==> config.mk <==
export PLATFORM = sky130hd
export DESIGN_NAME = wb_regfile
export DESIGN_NICKNAME = d
export VERILOG_FILES = /design/src/rtl/wb_regfile_pkg.sv /design/src/rtl/wb_regfile_hilo.sv /design/src/rtl/wb_regfile.sv
export SDC_FILE = /design/constraint.sdc
export NUM_CORES = 2
export LEC_CHECK = 0
export ABC_CLOCK_PERIOD_IN_PS = 56400
export BUFFER_PORTS_ARGS = -buffer_cell sky130_fd_sc_hd__buf_2
export CAP_MARGIN = 10
export CORE_UTILIZATION = 29
export DETAILED_ROUTE_END_ITERATION = 12
export GPL_TIMING_DRIVEN = 0
export PLACE_DENSITY_LB_ADDON = 0.25
export REMOVE_ABC_BUFFERS = 1
export SETUP_SLACK_MARGIN = 0.15
export SYNTH_ARGS = -nofsm -noshare
export SYNTH_HDL_FRONTEND = slang
export SYNTH_SLANG_ARGS = --single-unit
==> constraint.sdc <==
create_clock -name CLK -period 56.4 [get_ports CLK]
set_input_delay 5.64 -clock CLK [delete_from_list [all_inputs] [get_ports CLK]]
set_output_delay 5.64 -clock CLK [all_outputs]
set_load 0.05 [all_outputs]
==> src/rtl/wb_regfile_pkg.sv <==
// Shared pipeline definitions: writeback source encodings and datapath widths.
package wb_regfile_pkg;

  localparam int DATA_W = 32;
  localparam int ADDR_W = 5;
  localparam int NUM_REGS = 32;

  // Writeback data select, shared with the control decoder.
  typedef enum logic [2:0] {
    WB_SRC_ALU = 3'd0,
    WB_SRC_DM  = 3'd1,
    WB_SRC_PC4 = 3'd2,
    WB_SRC_HI  = 3'd3,
    WB_SRC_LO  = 3'd4
  } wb_src_e;

  // Codes above LO carry no data and must not write the register file.
  function automatic logic wb_src_legal(input logic [2:0] src);
    return src <= 3'(WB_SRC_LO);
  endfunction

endpackage

==> src/rtl/wb_regfile_hilo.sv <==
// HI/LO result pair for multiply/divide; both halves update together.
module hilo_reg
  import wb_regfile_pkg::*;
(
  input  logic              CLK,
  input  logic              RST,
  input  logic              WE,
  input  logic [DATA_W-1:0] Hi_In,
  input  logic [DATA_W-1:0] Lo_In,
  output logic [DATA_W-1:0] Hi_Out,
  output logic [DATA_W-1:0] Lo_Out
);

  logic [DATA_W-1:0] hi_q, lo_q;

  // Capture both halves of the 64-bit result on a write, clear on reset.
  always_ff @(posedge CLK or posedge RST) begin
    if (RST) begin
      hi_q <= '0;
      lo_q <= '0;
    end else if (WE) begin
      hi_q <= Hi_In;
      lo_q <= Lo_In;
    end
  end

  assign Hi_Out = hi_q;
  assign Lo_Out = lo_q;

endmodule

==> src/rtl/wb_regfile.sv <==
// Writeback stage register file: 31 flop registers ($0 hardwired), HI/LO,
// writeback mux and write-first read bypass on all three read ports.
module wb_regfile
  import wb_regfile_pkg::*;
#(
  parameter logic [31:0] SP_INIT = 32'h0000_0100
) (
  input  logic              CLK,
  input  logic              RST,
  input  logic [DATA_W-1:0] PC_Plus_4,
  input  logic [2:0]        RF_WD_Src,
  input  logic              WE_Reg,
  input  logic              WE_HiLo,
  input  logic [DATA_W-1:0] R64_Lo,
  input  logic [DATA_W-1:0] R64_Hi,
  input  logic [ADDR_W-1:0] RF_WA,
  input  logic [DATA_W-1:0] ALU_Res,
  input  logic [DATA_W-1:0] RD_DM,
  input  logic [ADDR_W-1:0] RA1,
  input  logic [ADDR_W-1:0] RA2,
  input  logic [ADDR_W-1:0] RA3,
  output logic [DATA_W-1:0] RD1,
  output logic [DATA_W-1:0] RD2,
  output logic [DATA_W-1:0] RD3,
  output logic [DATA_W-1:0] WD,
  output logic              WB_Active
);

  logic [DATA_W-1:0] hi_stored, lo_stored;
  logic [DATA_W-1:0] hi_eff, lo_eff;
  logic [DATA_W-1:0] rf_view [NUM_REGS];

  hilo_reg u_hilo (
    .CLK    (CLK),
    .RST    (RST),
    .WE     (WE_HiLo),
    .Hi_In  (R64_Hi),
    .Lo_In  (R64_Lo),
    .Hi_Out (hi_stored),
    .Lo_Out (lo_stored)
  );

  // mfhi/mflo in the same cycle as a HI/LO write see the incoming result.
  assign hi_eff = WE_HiLo ? R64_Hi : hi_stored;
  assign lo_eff = WE_HiLo ? R64_Lo : lo_stored;

  // Writeback data select; unused codes drive zero.
  always_comb begin
    WD = '0;
    case (RF_WD_Src)
      3'(WB_SRC_ALU): WD = ALU_Res;
      3'(WB_SRC_DM):  WD = RD_DM;
      3'(WB_SRC_PC4): WD = PC_Plus_4;
      3'(WB_SRC_HI):  WD = hi_eff;
      3'(WB_SRC_LO):  WD = lo_eff;
      default:        WD = '0;
    endcase
  end

  assign WB_Active = WE_Reg && (RF_WA != '0) && wb_src_legal(RF_WD_Src);

  assign rf_view[0] = '0;

  // One flop register per architectural register so reset can be asynchronous.
  for (genvar gi = 1; gi < NUM_REGS; gi++) begin : g_reg
    localparam logic [DATA_W-1:0] RST_VAL = (gi == 29) ? SP_INIT : '0;
    logic [DATA_W-1:0] reg_q, reg_d;

    // Load writeback data only when this register is the committed target.
    always_comb begin
      reg_d = reg_q;
      if (WB_Active && (RF_WA == ADDR_W'(gi))) reg_d = WD;
    end

    // Asynchronous reset to the architectural reset value.
    always_ff @(posedge CLK or posedge RST) begin
      if (RST) reg_q <= RST_VAL;
      else     reg_q <= reg_d;
    end

    assign rf_view[gi] = reg_q;
  end

  // Write-first bypass; $0 never matches because WB_Active excludes it.
  assign RD1 = (WB_Active && (RA1 == RF_WA)) ? WD : rf_view[RA1];
  assign RD2 = (WB_Active && (RA2 == RF_WA)) ? WD : rf_view[RA2];
  assign RD3 = (WB_Active && (RA3 == RF_WA)) ? WD : rf_view[RA3];

endmodule

==> impl_metrics.env <==
export IMPL_drt_drc_violations_left=0
export IMPL_die_height_um=469.8
export IMPL_floorplan_die_area_sq_um=220700
export IMPL_actual_slew_at_the_worst_max_slew_pin_ns=1.389
export IMPL_clk_root_buffer_cell="sky130_fd_sc_hd__clkbuf_16"
export IMPL_layout_filler_cells=21621
export IMPL_min_path_type="reg -> reg"
export IMPL_timing_rr_start="u_hilo.Hi_Out[31]"
export IMPL_grt_setup_unrepaired="no"
export IMPL_synth_ff_type="sky130_fd_sc_hd__dfrtp_1"
export IMPL_fmax_ghz=0.06298
export IMPL_finalWirelength_um=263700
export IMPL_drt_first_pass_iters=6
export IMPL_timing_critical_path_fanout_max=55
export IMPL_timing_final_max_slew_violations=0
export IMPL_area_sequential_sq_um=26430
export IMPL_layout_common_cells="sky130_fd_sc_hd__dfrtp_1 (1055), sky130_fd_sc_hd__nor2_1 (692), sky130_fd_sc_hd__a21oi_1 (598)"
export IMPL_detail_route_antenna_nets=0
export IMPL_timing_hold_worst_path_depth=1
export IMPL_setup_skew_ns=0.02973
export IMPL_groute_usage_overall_pct=23.54
export IMPL_multi_input_area_sq_um=34650
export IMPL_cts_tree="yes"
export IMPL_fin_crit_sh_pct=28.15
export IMPL_grt_pass1_vias=51240
export IMPL_worstPathRequired_ns=50.76
export IMPL_synth_async_reset_ratio_pct=100.0
export IMPL_ys_seq_area_share_pct=41.64
export IMPL_area_overhead_vs_synth_pct=18.04
export IMPL_core_sq_um=217400
export IMPL_cts_sinks=1056
export IMPL_gp_routability_congestion=0.8336
export IMPL_total_power_uw=2531
export IMPL_via_per_inst=5.826
export IMPL_worst_skew_pair_late_latency_ns=0.81
export IMPL_route_detailed_wl_per_inst_um=29.42
export IMPL_drtIter0Drc=5273
export IMPL_cells_after_synth=6016
export IMPL_detailedPlacementHpwl_um=168000
export IMPL_io_pin_count=316
export IMPL_floorplan_initialDensity_pct=29.19
export IMPL_hold_buffers=0
export IMPL_layout_commonest_cell="sky130_fd_sc_hd__dfrtp_1"
export IMPL_dpl_instance_area_sq_um=70530
export IMPL_postSynthRegisterBits=1056
export IMPL_worst_hold_startpoint="u_hilo.Hi_Out[14]"
export IMPL_cts_resizes=0
export IMPL_cts_buffers=131
export IMPL_timing_final_hold_violations=0
export IMPL_gr_total_overflow=0
export IMPL_maxCapViolations=0
export IMPL_drive_above_1_share_pct=28.08
export IMPL_cts_reportedPaths_clkPinSlew_ns=0.06
export IMPL_holdPathEnd="u_hilo.Hi_Out[14]"
export IMPL_power_ir_vdd_worst_mv=0.03498
export IMPL_worst_path_largest_cell_delay_ns=1.13
export IMPL_grt_start_max_net_pins=121
export IMPL_total_non_filler_cell_area_in_the_finished_layout_sq_um=74910
export IMPL_number_of_flops_mapped_to_enable_cells_by_yosys=0
export IMPL_timing_critical_path_to_type="output port"
export IMPL_path_common_cell="sky130_fd_sc_hd__buf_16"
export IMPL_cellLeakagePower_uw=0.03078
export IMPL_layout_min_cycle_time_ns=15.88
export IMPL_grt_first_pass_wirelength_um=379000
export IMPL_max_clock_path_buffers=3
export IMPL_slew_headroom_pct=7.421
export IMPL_run_status="completed"
export IMPL_critical_path_cell_chain="buf_8 > buf_16 > buf_16 > buf_16 > nor2b_4 > buf_12 > a221oi_1 > a2111oi_0 > nor3_1 > a21oi_1 > buf_2"
export IMPL_timing_reg2reg_worst_path_depth=4
export IMPL_p_per_area_nw_per_um2=33.79
export IMPL_timing_final_setup_violations=0
export IMPL_final_nets=6192
export IMPL_worstReg2RegEnd="g_reg[26].reg_q[31]"
export IMPL_synth_yosys_warnings=0
export IMPL_setup_total_negative_slack_ns=0
export IMPL_critical_path_startpoint_type="input port"
export IMPL_critPathTopFamily="buffers and inverters"
export IMPL_worstSetupPathDepth=11
export IMPL_post_synth_num_cell_types=58
export IMPL_core_rowCount=171
export IMPL_syn_cell_area_sq_um=63460
export IMPL_timing_worst_setup_path_type="in -> out"
export IMPL_crit_slowest_cell="sky130_fd_sc_hd__a2111oi_0"
export IMPL_grt_antenna_before_repair=12
export IMPL_cts_setup_buffers=0
export IMPL_setup_reg_to_reg_worst_slack_ns=53.95
export IMPL_ctsHtreeMaxLevel=4
export IMPL_die_w_um=469.8
export IMPL_routed_via_count=52218
export IMPL_arrival_ns=10.24
export IMPL_numPortBuffers=315
export IMPL_combined_buffer_and_inverter_count_along_the_critical_path=6
export IMPL_avgSynthCellArea_sq_um=10.55
-- power by group --
part,internal [uW],switching [uW],leakage [uW],total [uW]
registers,891,125,0.0136,1020
logic,300,347,0.0150,647
clock network,505,362,0.00213,868
total,1700,835,0.0308,2530
-- stage by stage --
stage	setup slack [ns]	cells	util, %	hold WS, ns
after global placement	7.167	8535	30.33	0.4632
after global routing	40.49	8958	34.45	0.4985
final	40.52	8963	34.46	0.4808
after detailed placement	40.48	8722	32.45	0.4701
after floorplan	21.04	5366	-	0.4440
after CTS	40.48	8953	34.43	0.4836
-- kinds of logic after synthesis --
| kind of cell | after synthesis | synth area share, % |
|---|---|---|
| flip-flops | 1056 | 41.64 |
| multiplexers | 1048 | 28.21 |
| buffers and inverters | 714 | 4.586 |
| AND/OR/NAND/NOR | 1529 | 9.898 |
| XOR/XNOR | 15 | 0.2070 |
| AO/OA/AOI/OAI | 1654 | 15.46 |
-- Yosys cell counts, types with 60 or more instances --
cell,number,area [sq um]
sky130_fd_sc_hd__a21oi_1,611,3058
sky130_fd_sc_hd__a221oi_1,109,954.7
sky130_fd_sc_hd__o22ai_1,115,719.4
sky130_fd_sc_hd__clkbuf_1,445,1670
sky130_fd_sc_hd__mux2_2,345,3885
sky130_fd_sc_hd__mux2i_1,142,1421
sky130_fd_sc_hd__o221ai_1,70,613.1
sky130_fd_sc_hd__nor3_1,136,680.7
sky130_fd_sc_hd__nand2_1,574,2155
sky130_fd_sc_hd__nor2_1,700,2628
sky130_fd_sc_hd__mux4_2,557,12540
sky130_fd_sc_hd__a22oi_1,100,750.7
sky130_fd_sc_hd__dfrtp_1,1055,26400
sky130_fd_sc_hd__o21ai_0,491,2457
sky130_fd_sc_hd__inv_1,60,225.2
sky130_fd_sc_hd__buf_2,148,740.7
-- registers in the layout, summed over array words and instances, names as in the netlist --
name,cells
g.reg_q,992
u_hilo.Hi_Out,32
u_hilo.Lo_Out,32
-- worst max path at each step --
stage               startpoint                  to
finish                  RA1[0]             RD1[22]
global route            RA1[0]             RD1[22]
CTS                     RA1[0]             RD1[23]
detailed placement      RA1[0]             RD1[23]
global placement           RST  g_reg[13].reg_q[7]
floorplan                  RST  g_reg[10].reg_q[0]
-- routing by layer --
metal	global-route usage, %	wire length, um	up-vias
li1	-	-	22453
met4	11.68	13480	10
met2	36.83	121200	2550
met1	30.84	107300	26585
met3	4.909	21690	620
met5	0	60	-
-- area by class of cell --
type | instances | area share, %
flip-flops and latches | 1056 | 35.28
well taps | 2854 | 4.767
multi-input cells | 4246 | 46.26
clock inverters | 45 | 0.6531
repair buffers | 506 | 7.585
diodes | 6 | 0.02004
clock buffers | 186 | 5.103
inverters | 64 | 0.3307
-- worst register-to-register path, delay by kind of cell (launching register included) --
| kind | cells | cell delay [ns] |
|---|---|---|
| DFF | 1 | 0.36 |
| muxes | 2 | 0.78 |
| AOI/OAI and AO/OA | 2 | 1.15 |
Power figures use the tool's default switching activity.
